### src/rtl/syn_fft_pkg.sv
// -----------------------------------------------------------------------------
// syn_fft_pkg
// Shared definitions for the fusiform_gyrus FFT front end.
//   loader_state_t : sample loader FSM states (IDLE/LOAD/START/WAIT_DONE)
//   bitrev()       : reverses the low 'w' bits of an index (upper bits zero)
//   FRAME_CNT_W    : width of the loaded-frame counter
// -----------------------------------------------------------------------------
package syn_fft_pkg;

    localparam int unsigned FRAME_CNT_W  = 16;
    localparam int unsigned BITREV_MAX_W = 16;

    typedef enum logic [1:0] {
        IDLE,
        LOAD,
        START,
        WAIT_DONE
    } loader_state_t;

    // Bit reversal over the low w bits; w must not exceed BITREV_MAX_W.
    function automatic logic [BITREV_MAX_W-1:0] bitrev(
        input logic [BITREV_MAX_W-1:0] v,
        input int unsigned             w
    );
        logic [BITREV_MAX_W-1:0] r;
        r = '0;
        for (int unsigned i = 0; i < BITREV_MAX_W; i++) begin
            if (i < w) begin
                r[i] = v[w-1-i];
            end
        end
        return r;
    endfunction

endpackage

### src/rtl/syn_fgyrus_sample_loader_if.sv
// -----------------------------------------------------------------------------
// syn_fgyrus_sample_loader_if
// PCM sample stream (valid/ready) from the capture FIFO to the sample loader.
//   pcm_valid : sample valid (source)
//   pcm_ready : loader accepts this cycle (sink); valid & ready = accept
//   pcm_data  : two's complement PCM sample, P_PCM_W bits (source)
// Modports: master = PCM source, slave = sample loader.
// -----------------------------------------------------------------------------
interface syn_fgyrus_sample_loader_if #(
    parameter int unsigned P_PCM_W = 16
);
    logic               pcm_valid;
    logic               pcm_ready;
    logic [P_PCM_W-1:0] pcm_data;

    modport master (
        output pcm_valid,
        output pcm_data,
        input  pcm_ready
    );

    modport slave (
        input  pcm_valid,
        input  pcm_data,
        output pcm_ready
    );
endinterface

### src/rtl/syn_fgyrus_pcm_scaler.sv
// -----------------------------------------------------------------------------
// syn_fgyrus_pcm_scaler
// Datapath for the sample loader: sign-extends a PCM sample (or, with
// SYN_FGYRUS_LOADER_DECIM_EN defined, the floor average of a sample pair) to
// P_DATA_W and shifts it left by P_SHIFT. One register stage.
//   clk       : system clock
//   rst_n     : asynchronous active-low reset
//   in_accept : a PCM sample is accepted this cycle
//   in_data   : accepted PCM sample
//   write_now : combinational; this accept produces a cache write next cycle
//   out_data  : registered scaled sample, valid the cycle after write_now
// Macro SYN_FGYRUS_LOADER_DECIM_EN: 2:1 pair-average decimation.
// -----------------------------------------------------------------------------
module syn_fgyrus_pcm_scaler #(
    parameter int unsigned P_PCM_W  = 16,
    parameter int unsigned P_DATA_W = 32,
    parameter int unsigned P_SHIFT  = 8
) (
    input  logic                clk,
    input  logic                rst_n,
    input  logic                in_accept,
    input  logic [P_PCM_W-1:0]  in_data,
    output logic                write_now,
    output logic [P_DATA_W-1:0] out_data
);

    logic [P_DATA_W-1:0] ext;

`ifdef SYN_FGYRUS_LOADER_DECIM_EN
    logic               have_half;
    logic [P_PCM_W-1:0] half;
    logic signed [P_PCM_W:0] pair_sum;
    logic signed [P_PCM_W:0] pair_avg;

    // One extra bit holds the pair sum; the arithmetic shift gives a floor
    // average that always fits back into P_PCM_W bits.
    always_comb begin
        pair_sum  = $signed({half[P_PCM_W-1], half}) + $signed({in_data[P_PCM_W-1], in_data});
        pair_avg  = pair_sum >>> 1;
        ext       = {{(P_DATA_W-P_PCM_W-1){pair_avg[P_PCM_W]}}, pair_avg};
        write_now = in_accept & have_half;
    end

    always_ff @(posedge clk or negedge rst_n) begin
        if (!rst_n) begin
            have_half <= 1'b0;
            half      <= '0;
            out_data  <= '0;
        end else if (in_accept) begin
            if (have_half) begin
                have_half <= 1'b0;
                out_data  <= ext << P_SHIFT;
            end else begin
                have_half <= 1'b1;
                half      <= in_data;
            end
        end
    end
`else
    always_comb begin
        ext       = {{(P_DATA_W-P_PCM_W){in_data[P_PCM_W-1]}}, in_data};
        write_now = in_accept;
    end

    always_ff @(posedge clk or negedge rst_n) begin
        if (!rst_n) begin
            out_data <= '0;
        end else if (in_accept) begin
            out_data <= ext << P_SHIFT;
        end
    end
`endif

endmodule

### src/rtl/syn_fgyrus_sample_loader.sv
// -----------------------------------------------------------------------------
// syn_fgyrus_sample_loader
// Feeds the FFT ping-pong cache: accepts PCM samples, scales them and writes one
// N = 2**P_ADDR_W point frame at bit-reversed addresses (imag = 0), then pulses
// fft_start and holds until fft_done.
//   clk_ir       : system clock
//   rst_sync_l   : asynchronous active-low reset
//   loader_en    : may start a new frame (sampled in IDLE only)
//   pcm          : PCM valid/ready stream (slave modport)
//   wr_en        : cache write strobe
//   waddr        : cache write address, bitrev(sample index)
//   wr_sample_re : scaled real part
//   wr_sample_im : imaginary part, always 0
//   fft_start    : one-cycle pulse, frame complete in cache
//   fft_done     : one-cycle pulse from FFT FSM, frame consumed
//   loader_busy  : high in every state except IDLE
//   frame_cnt    : frames loaded since reset (wrapping)
// Macro SYN_FGYRUS_LOADER_DECIM_EN: 2:1 decimation, 2N samples per frame.
// -----------------------------------------------------------------------------
module syn_fgyrus_sample_loader
    import syn_fft_pkg::*;
#(
    parameter int unsigned P_PCM_W  = 16,
    parameter int unsigned P_DATA_W = 32,
    parameter int unsigned P_ADDR_W = 8,
    parameter int unsigned P_SHIFT  = 8
) (
    input  logic                   clk_ir,
    input  logic                   rst_sync_l,
    input  logic                   loader_en,
    syn_fgyrus_sample_loader_if.slave pcm,
    output logic                   wr_en,
    output logic [P_ADDR_W-1:0]    waddr,
    output logic [P_DATA_W-1:0]    wr_sample_re,
    output logic [P_DATA_W-1:0]    wr_sample_im,
    output logic                   fft_start,
    input  logic                   fft_done,
    output logic                   loader_busy,
    output logic [FRAME_CNT_W-1:0] frame_cnt
);

    loader_state_t       state;
    logic [P_ADDR_W-1:0] idx;
    logic                accept;
    logic                write_now;

    assign pcm.pcm_ready = (state == LOAD);
    assign accept        = pcm.pcm_valid & pcm.pcm_ready;
    assign wr_sample_im  = '0;

    syn_fgyrus_pcm_scaler #(
        .P_PCM_W  (P_PCM_W),
        .P_DATA_W (P_DATA_W),
        .P_SHIFT  (P_SHIFT)
    ) u_scaler (
        .clk       (clk_ir),
        .rst_n     (rst_sync_l),
        .in_accept (accept),
        .in_data   (pcm.pcm_data),
        .write_now (write_now),
        .out_data  (wr_sample_re)
    );

    // wr_en/waddr are registered on the accept edge so they line up with the
    // scaler's registered data. The FSM leaves LOAD on that same edge, so the
    // last write happens while in START and fft_start follows one cycle later.
    always_ff @(posedge clk_ir or negedge rst_sync_l) begin
        if (!rst_sync_l) begin
            state       <= IDLE;
            idx         <= '0;
            wr_en       <= 1'b0;
            waddr       <= '0;
            fft_start   <= 1'b0;
            loader_busy <= 1'b0;
            frame_cnt   <= '0;
        end else begin
            wr_en     <= write_now;
            fft_start <= 1'b0;
            if (write_now) begin
                waddr <= P_ADDR_W'(bitrev(BITREV_MAX_W'(idx), P_ADDR_W));
                idx   <= idx + 1'b1;
            end
            case (state)
                IDLE: begin
                    if (loader_en) begin
                        state       <= LOAD;
                        loader_busy <= 1'b1;
                    end
                end
                LOAD: begin
                    if (write_now && (idx == '1)) begin
                        state <= START;
                    end
                end
                START: begin
                    state     <= WAIT_DONE;
                    fft_start <= 1'b1;
                    frame_cnt <= frame_cnt + 1'b1;
                end
                WAIT_DONE: begin
                    if (fft_done) begin
                        state       <= IDLE;
                        loader_busy <= 1'b0;
                    end
                end
                default: begin
                    state       <= IDLE;
                    loader_busy <= 1'b0;
                end
            endcase
        end
    end

endmodule

### src/flat_wrapper.sv
// flat-port wrapper written by rule: the top's interface ports become plain ports
module syn_fgyrus_sample_loader_flat import syn_fft_pkg::*;
#(
    parameter int unsigned P_PCM_W  = 16,
    parameter int unsigned P_DATA_W = 32,
    parameter int unsigned P_ADDR_W = 8,
    parameter int unsigned P_SHIFT  = 8
)
  (clk_ir, rst_sync_l, loader_en, wr_en, waddr, wr_sample_re, wr_sample_im, fft_start, fft_done, loader_busy, frame_cnt, pcm_pcm_valid, pcm_pcm_data, pcm_pcm_ready);
  syn_fgyrus_sample_loader_if #(.P_PCM_W(P_PCM_W)) pcm_i ();
  input  logic clk_ir;
  input  logic rst_sync_l;
  input  logic loader_en;
  output logic wr_en;
  output logic [P_ADDR_W-1:0] waddr;
  output logic [P_DATA_W-1:0] wr_sample_re;
  output logic [P_DATA_W-1:0] wr_sample_im;
  output logic fft_start;
  input  logic fft_done;
  output logic loader_busy;
  output logic [FRAME_CNT_W-1:0] frame_cnt;
  input wire logic [$bits(pcm_i.pcm_valid)-1:0] pcm_pcm_valid;
  input wire logic [$bits(pcm_i.pcm_data)-1:0] pcm_pcm_data;
  output wire logic [$bits(pcm_i.pcm_ready)-1:0] pcm_pcm_ready;
  assign pcm_i.pcm_valid = pcm_pcm_valid;
  assign pcm_i.pcm_data = pcm_pcm_data;
  assign pcm_pcm_ready = pcm_i.pcm_ready;
  syn_fgyrus_sample_loader #(.P_PCM_W(P_PCM_W), .P_DATA_W(P_DATA_W), .P_ADDR_W(P_ADDR_W), .P_SHIFT(P_SHIFT)) u_core (.clk_ir(clk_ir), .rst_sync_l(rst_sync_l), .loader_en(loader_en), .pcm(pcm_i), .wr_en(wr_en), .waddr(waddr), .wr_sample_re(wr_sample_re), .wr_sample_im(wr_sample_im), .fft_start(fft_start), .fft_done(fft_done), .loader_busy(loader_busy), .frame_cnt(frame_cnt));
endmodule
### config.mk
export PLATFORM = sky130hd
export DESIGN_NAME = syn_fgyrus_sample_loader_flat
export DESIGN_NICKNAME = d
export VERILOG_FILES = /design/src/rtl/syn_fft_pkg.sv /design/src/rtl/syn_fgyrus_sample_loader_if.sv /design/src/rtl/syn_fgyrus_pcm_scaler.sv /design/src/rtl/syn_fgyrus_sample_loader.sv /design/src/flat_wrapper.sv
export SDC_FILE = /design/constraint.sdc
export NUM_CORES = 1
export LEC_CHECK = 0
export BUFFER_PORTS_ARGS = -buffer_cell sky130_fd_sc_hd__buf_4
export CORE_MARGIN = 10
export CORE_UTILIZATION = 47
export DETAILED_ROUTE_END_ITERATION = 10
export PLACE_DENSITY = 0.86
export REMOVE_ABC_BUFFERS = 1
export SYNTH_ARGS = -nofsm -noshare
export SYNTH_HDL_FRONTEND = slang
export SYNTH_SLANG_ARGS = --single-unit
### constraint.sdc
create_clock -name clk_ir -period 2.4 [get_ports clk_ir]
set_clock_uncertainty 0.15 [all_clocks]
set_input_delay 0 -clock clk_ir [delete_from_list [all_inputs] [get_ports clk_ir]]
set_output_delay 0 -clock clk_ir [all_outputs]
set_load 0.005 [all_outputs]
Word-level counts from Yosys, hierarchy flattened
Cells that the tools add are included.
{ "word_totals": {"regBits": 53, "word_cells": 31, "out_inout_bits": 92} }
{ "op_classes": {"reduce_logical": 5, "mux": 8, "bitwise_logic": 1, "n_eq_ne": 7, "add_sub_neg": 2} }
{ "op_table": {"columns": ["operator", "count"], "rows": [
  ["$add A16 B1 Y16 const B", 1],
  ["$add A8 B1 Y8 const B", 1],
  ["$eq A8 B8 Y1 const B", 1],
  ["$pmux W2 S4", 1],
  ["$mux W2", 3],
  ["$ne A2 B2 Y1 const B", 3],
  ["$reduce_and A3 Y1", 2],
  ["$eq A2 B2 Y1 const B", 2],
  ["$mux W1", 3],
  ["$eq A2 B1 Y1 const B", 1],
  ["$logic_not A2 Y1", 1],
  ["$pmux W1 S2", 1],
  ["$reduce_bool A2 Y1", 1],
  ["$and A1 B1 Y1", 1],
  ["$logic_and A1 B1 Y1", 1]
]} }

Depth between registers and ports, before layout
Gate-level depths: netlist of the first run.
{ "logic_depth": {"depth_word": 5, "ltp_mapped": 8, "depth_no_buf": 7} }

Modules after synthesis
From an unflattened synthesis of the first run, not the netlist that was laid out.
{ "unflattened": {"cells_unflattened": 210, "area_unflattened_um2": 2638.8} }
{ "modules_own_cells": {"columns": ["mod", "area_each_um2", "cells_each", "n_inst", "seq_area_each_um2"], "rows": [
  ["syn_fgyrus_sample_loader", 1858.0, 158, 1, 925.9],
  ["syn_fgyrus_pcm_scaler", 780.7, 52, 1, 400.4]
]} }

Worst setup path before layout of the first run
OpenSTA, ideal clock, no wires.
{ "synth_timing": {"kind": "flip-flop to flip-flop", "startpoint": "register u_core.state[0]", "endpoint": "register u_core.frame_cnt[10]", "period_less_slack_ps": 1818, "t_required_ps": 2171, "path_buffers": 0, "t_arrival_ps": 1589, "setup_slack_ps": 582, "path_stages_with_launch": 7, "cell_sequence": "dfrtp_1 inv_1 ha_1 nand4_2 or3_4 nor2_2 xor2_1"} }
{ "synth_via": {"elab_chain_cells": 1} }
{ "synth_lines": {"columns": ["element", "line_no", "rtl"], "rows": [
  ["start: declaration", "syn_fgyrus_sample_loader.sv:42", "loader_state_t state;"],
  ["start signal: assignment", "syn_fgyrus_sample_loader.sv:69", "state <= IDLE;"],
  ["start signal: assignment", "syn_fgyrus_sample_loader.sv:86", "state <= LOAD;"],
  ["start signal: assignment", "syn_fgyrus_sample_loader.sv:92", "state <= START;"],
  ["$eq A2 B2 Y1", "syn_fgyrus_sample_loader.sv:83", "case (state)"],
  ["end signal: assignment", "syn_fgyrus_sample_loader.sv:98", "frame_cnt <= frame_cnt + 1'b1;"],
  ["end: declaration", "syn_fgyrus_sample_loader.sv:39", "output logic [FRAME_CNT_W-1:0] frame_cnt"]
]} }
No other way between the ends.
A chain may end at the register's enable or synchronous reset.

Worst setup path in the final report of the first run
{ "layout_timing": {"startpoint": "register u_core.state[0]", "endpoint": "register u_core.frame_cnt[11]"} }
Same word-level chain as after synthesis.

==> qor.yml, run 1 <==
cells_and_area:
  layout.nets: 375
  final_cell_mix: "84 x nand2_1, 74 x buf_4, 53 x dfrtp_1"
  multi_input_area_sq_um: 965
  fillers: 447
  seq_area_sq_um: 1330
  area_growth_syn_to_layout_pct: 26.2
  postLayoutCoreUtil: 0.620
  n_antenna_cell: 0
  final_common_cell: "nand2_1"
  drive_gt1_frac: 0.253
synth:
  synth_cells: 262
  yosys.area_share.simple: 0.184
  synth_xor_area_frac: 0.0753
  synth_top_family_by_area: "simple AND/OR/NAND/NOR gates"
  ys_seq_area_frac: 0.519
  yosysUniqueCellTypes: 26
  synth.area.mux_share: 0.0127
  synth-seq-cells: 53
  ys_warn_count: 0
  synth_compound_area_frac: 0.0117
  syn_area_per_cell_sq_um: 9.76
  synth_area_sq_um: 2560
  synthAdderAreaFrac: 0.0342
clocking:
  postCtsHoldBufs: 18
  clock-root-buffer: "clkbuf_8"
  cts_resized: 0
  cts.clk_slew.worst_paths_ns: 0.09
  cts_sinks: 53
  cts_max_level: 2
  clock_latency_ns: 0.30
  cts_tree: "yes"
  cts_made_buffers: 5
  clk_path_buf_depth: 2
  cts_setup_buffers: 0
setup_path:
  worstPathArrival_ns: 2.11
  criticalPathCategory: "flop to flop"
  end_kind: "flop"
  required_ns: 2.47
  max_stage_delay_ns: 0.41
  start_kind: "flop"
  slowest_stage: "dfrtp_1"
  crit_fanout: 7
  crit_path_cell_trace: "inv_1 > ha_1 > and4_2 > nand3_1 > nor3_1 > xor2_1"
place:
  placement.io_buffers: 72
  dp.final_hpwl_um: 4430
  place_congestion: 0.788
min_path:
  hold_path_class: "input port to flop"
power:
  peakVddDrop_mv: 0.756
  leakagePower_nw: 1.77
  powerDensity_nw_per_um2: 974
floorplan:
  core_sq_um: 5200
  placement_rows: 26
  num_io_pins: 113
  start_util: 0.491
  die_width_um: 93.8
  die-area_sq_um: 8790
  die_h_um: 93.8
timing:
  post-route-min-period_ns: 2.04
  setup_viol: 0
  hold_violations: 0
  fin_tns_setup_ns: 0
  worst_slew_pin_slew_ns: 0.655
  hold_ws_ns: 0.0440
  fmax_ghz: 0.490
  finalCritPeriodShare: 0.850
  slew_violations: 0
  rsz0062_at_grt: "false"
  slew-limit-headroom: 0.563
global_route:
  grt_max_degree: 54
  antenna_found_initial: 0
  first_global_vias: 1980
  grt_pass1_wl_um: 9570
  grt-ovfl-total: 0
  track_usage: 0.131
route:
  drtIter0Drc: 68
  routed_wirelength_um: 5940
  dr.pass1.iters: 4
  wl_per_cell_um: 14.2
  drtAntennaViolNets: 0
  remaining_drc_errors: 0
  vias_per_cell: 4.39
  dr_total_vias: 1834
flow_run:
  maxCapViolations: 0
outcome:
  status: "completed"
==> layout make-up <==
class | instances | area share
clock buffer | 6 | 0.0225
multi-input combinational | 187 | 0.299
inverter | 8 | 0.00931
sequential | 53 | 0.411
tap | 70 | 0.0271
clock inverter | 2 | 0.00310
timing repair buffer | 92 | 0.228
==> where the power goes <==
group	leakage, nW	internal, W	switching (W)
clock network	0.0450	0.000203	0.000280
logic	1.04	0.000650	0.000570
registers	0.677	0.00121	0.000233
==> cells in the mapped netlist <==
library cell / instances / share of area
nand2_1: 84 / 0.12
dfrtp_1: 53 / 0.52
buf_4: 48 / 0.14
xnor2_1: 12 / 0.041
xor2_1: 10 / 0.034
inv_1: 8 / 0.012
ha_1: 7 / 0.034
nand3_1: 6 / 0.012
nor2_1: 6 / 0.0088
nand4_1: 4 / 0.0098
nor3_1: 4 / 0.0078
buf_2: 3 / 0.0059
a21oi_1: 2 / 0.0039
clkbuf_1: 2 / 0.0029
mux2_2: 2 / 0.0088
a22oi_1: 1 / 0.0029
and4_2: 1 / 0.0039
conb_1: 1 / 0.0015
mux2i_1: 1 / 0.0039
nand4_2: 1 / 0.0049
nor2_2: 1 / 0.0024
nor4_1: 1 / 0.0024
nor4_2: 1 / 0.0049
o21ai_0: 1 / 0.0020
o31ai_1: 1 / 0.0029
or3_4: 1 / 0.0044
==> flip-flops by register name, indices dropped and copies added (netlist names) <==
signal / cells
u_core.state: 2
u_core.loader_busy: 1
u_core.fft_start: 1
u_core.idx: 8
u_core.wr_en: 1
u_core.u_scaler.out_data: 16
u_core.frame_cnt: 16
u_core.waddr: 8
==> worst max-delay path, delay by kind of cell, from the launching register on <==
family / cells / cell delay [ns]
flops: 1 / 0.41
fa+ha+maj: 1 / 0.32
buf+inv: 1 / 0.12
simple gates: 3 / 0.78
xor+xnor: 1 / 0.18
==> metrics by stage <==
stage / instances / power [W] / setup slack, ns / instance area, sq um
2_1_floorplan: 248 / 0.00197 / 0.00150 / 2320
3_3_place_gp: 392 / 0.00262 / 0.520 / 2960
3_5_place_dp: 392 / 0.00268 / 0.360 / 2960
4_1_cts: 418 / 0.00319 / 0.339 / 3230
5_1_grt: 418 / 0.00341 / 0.225 / 3230
6_report: 418 / 0.00314 / 0.360 / 3230
==> cells by family after synthesis <==
logic type      after synthesis
mux                           3
other cells                   1
xor+xnor                     22
compound gates                5
buf+inv                      61
flops                        53
simple gates                110
fa+ha+maj                     7
==> per-layer routing <==
layer	vias to the layer above	part of all wire	GRT usage	routed length [um]
li1	907	-	-	-
met1	861	0.37	0.136	2200
met2	59	0.54	0.246	3220
met3	7	0.078	0.0488	465
met4	0	0.0093	0.0253	55
met5	-	0	0	0
==> path summary, 6_finish.rpt <==
path                                             startpoint                           end  slack, ns  depth (start not counted)
worst max-delay path                        u_core.state[0]          u_core.frame_cnt[11]       0.36                          6
min in group asynchronous                        rst_sync_l          u_core.frame_cnt[13]       0.12                          2
worst max register to register              u_core.state[0]          u_core.frame_cnt[11]       0.36                          6
max in group asynchronous                        rst_sync_l  u_core.u_scaler.out_data[13]       1.55                          2
worst min register to register  u_core.u_scaler.out_data[9]   u_core.u_scaler.out_data[9]       0.33                          2
worst min-delay path                              loader_en            u_core.loader_busy       0.04                          4
No activity file was read; power rests on OpenSTA's default activity.
==> inputs of run 2 (changes only) <==
--- a/config.mk
+++ b/config.mk
@@ -7,9 +7,9 @@
 export LEC_CHECK = 0
 export BUFFER_PORTS_ARGS = -buffer_cell sky130_fd_sc_hd__buf_4
 export CORE_MARGIN = 10
-export CORE_UTILIZATION = 47
+export CORE_UTILIZATION = 43
 export DETAILED_ROUTE_END_ITERATION = 10
-export PLACE_DENSITY = 0.86
+export PLACE_DENSITY = 0.83
 export REMOVE_ABC_BUFFERS = 1
 export SYNTH_ARGS = -nofsm -noshare
 export SYNTH_HDL_FRONTEND = slang
==> constraint.sdc (replaced) <==
create_clock -name clk_ir -period 1.81 [get_ports clk_ir]
set_clock_uncertainty 0.15 [all_clocks]
set_input_delay 0 -clock clk_ir [delete_from_list [all_inputs] [get_ports clk_ir]]
set_output_delay 0 -clock clk_ir [all_outputs]
set_load 0.005 [all_outputs]
==> run 2 against run 1 <==
  * The run now ends with hold timing left
  * Flip-flop and latch count is the same
  * Sequential share of layout area fell by 1.7 points
  * Combinational power grew 44%
  * First-iteration DRC count is 49% lower
  * Die area grew 7.3%
  * Critical path type unchanged
  * Critical endpoint is now u_core.frame_cnt[14]
  * Largest cell class unchanged
  * Highest routed layer unchanged
==> qor.yml, run 2 (same netlist as run 1, synthesis figures left out) <==
outcome:
  status: "complete, but fails checks"
  violations: "hold timing"
clocking:
  clk_path_buf_depth: 2
  clock-root-buffer: "clkbuf_8"
  cts_tree: "yes"
  cts.clk_slew.worst_paths_ns: 0.10
  cts_made_buffers: 5
  cts_sinks: 53
  cts_max_level: 2
  clock_latency_ns: 0.31
setup_path:
  crit_fanout: 3
  reg2reg_slack_ns: 0.08
  end_kind: "flop"
  r2r_end: "u_core.frame_cnt[14]"
  start_kind: "flop"
  critical_path_buf_inv_count: 2
  required_ns: 1.89
  worstPathArrival_ns: 1.82
  cp_top_family: "simple AND/OR/NAND/NOR gates"
  crit_start: "u_core.state[0]"
  slowest_stage: "dfrtp_1"
  max_stage_delay_ns: 0.40
  cp-endpoint: "u_core.frame_cnt[14]"
  r2r-start: "u_core.state[0]"
  reg2regPathDepth: 6
  criticalPathCategory: "flop to flop"
  cp.depth: 6
  crit_path_cell_trace: "inv_1 > ha_2 > nand4_2 > buf_4 > nor4_1 > xor2_1"
global_route:
  grt-ovfl-total: 0
  track_usage: 0.125
  antenna_found_initial: 0
  first_global_vias: 2010
  grt_pass1_wl_um: 9990
  grt_max_degree: 54
floorplan:
  placement_rows: 28
  core_sq_um: 5850
  die_h_um: 97.1
  num_io_pins: 113
  start_util: 0.437
  die-area_sq_um: 9430
  die_width_um: 97.1
route:
  wl_per_cell_um: 14.0
  drtIter0Drc: 35
  routed_wirelength_um: 6000
  drtAntennaViolNets: 0
  vias_per_cell: 4.36
  dr_total_vias: 1875
  remaining_drc_errors: 0
  dr.pass1.iters: 4
place:
  dp.final_hpwl_um: 4470
  post-place-ws_ns: -0.0489
  place_congestion: 0.784
  placement.io_buffers: 72
timing:
  post-route-min-period_ns: 1.73
  timing.final.ws_setup_ns: 0.0772
  hold_ws_ns: -0.0363
  slew-limit-headroom: 0.568
  fmax_ghz: 0.577
  slew_violations: 0
  setup_viol: 0
  worst_slew_pin_slew_ns: 0.648
  fin_tns_setup_ns: 0
  hold_violations: 2
  finalCritPeriodShare: 0.957
cells_and_area:
  reg.largest.list: "u_core.frame_cnt x16, u_core.u_scaler.out_data x16"
  drive_gt1_frac: 0.290
  n_antenna_cell: 0
  area_growth_syn_to_layout_pct: 31.7
  final_common_cell: "nand2_1"
  final_cell_mix: "84 x nand2_1, 81 x buf_4, 53 x dfrtp_1"
  layout.nets: 383
power:
  leakagePower_nw: 1.83
  powerDensity_nw_per_um2: 1330
  peakVddDrop_mv: 0.880
min_path:
  hold_path_class: "input port to flop"
flow_run:
  maxCapViolations: 0
==> run 2: how the worst min path moves through the flow <==
stage / from / to / cells after the start / slack [ns]
final: pcm_pcm_valid / u_core.waddr[4] / 5 / -0.04
after global routing: pcm_pcm_valid / u_core.waddr[5] / 5 / 0.01
after CTS: pcm_pcm_valid / u_core.waddr[4] / 5 / 0.005
after detailed placement: rst_sync_l / u_core.loader_busy / 1 / -0.07
after global placement: rst_sync_l / u_core.loader_busy / 1 / -0.08
after floorplan: rst_sync_l / u_core.fft_start / 0 / -0.45
==> run 2: worst register-to-register path: cells and delay by family, from the launching register on <==
kind,cells,cell delay [ns]
and+or+nand+nor,2,0.48
DFF,1,0.40
buffers and inverters,2,0.27
adders and majority gates,1,0.20
xor gates and xnor gates,1,0.17
==> run 2: per-stage QoR <==
stage	instances	utilization	cell area, sq um	total power (W)
after floorplan	248	-	2320	0.00261
after global placement	402	0.514	3010	0.00355
after detailed placement	402	0.514	3010	0.00362
after CTS	428	0.566	3310	0.00446
after global routing	430	0.575	3370	0.00485
final	430	0.575	3370	0.00447
==> run 2: timing repair <==
item,4_1_cts,5_1_grt
endpoints found under the setup margin,2,8
resized for setup,1,9
setup buffers,0,2
hold buffers,19,0
endpoints found under the hold margin,70,0
pin swaps,0,2
==> run 2: power breakdown <==
part           total, W  leakage, nW  switching [W]  internal [W]
Clock          0.000792       0.0546       0.000382      0.000410
Sequential      0.00191        0.677       0.000315       0.00160
Combinational   0.00176         1.10       0.000811      0.000949
Total           0.00447         1.83        0.00151       0.00296
==> run 2: cell type report <==
cell class | instances | area (sq um)
Inverter | 8 | 30.0
Fill cell | 511 | 2480
Sequential cell | 53 | 1330
Clock buffer | 5 | 68.8
Multi-Input combinational cell | 187 | 1010
Tap cell | 75 | 93.8
Timing Repair Buffer | 100 | 798
Clock inverter | 2 | 38.8
==> run 2: metal layers <==
| metal | share of wire | vias to the layer above | global-route usage |
|---|---|---|---|
| li1 | - | 921 | - |
| met1 | 0.39 | 863 | 0.138 |
| met2 | 0.48 | 84 | 0.203 |
| met3 | 0.12 | 7 | 0.0740 |
| met4 | 0.012 | 0 | 0.0306 |
| met5 | 0 | - | 0 |
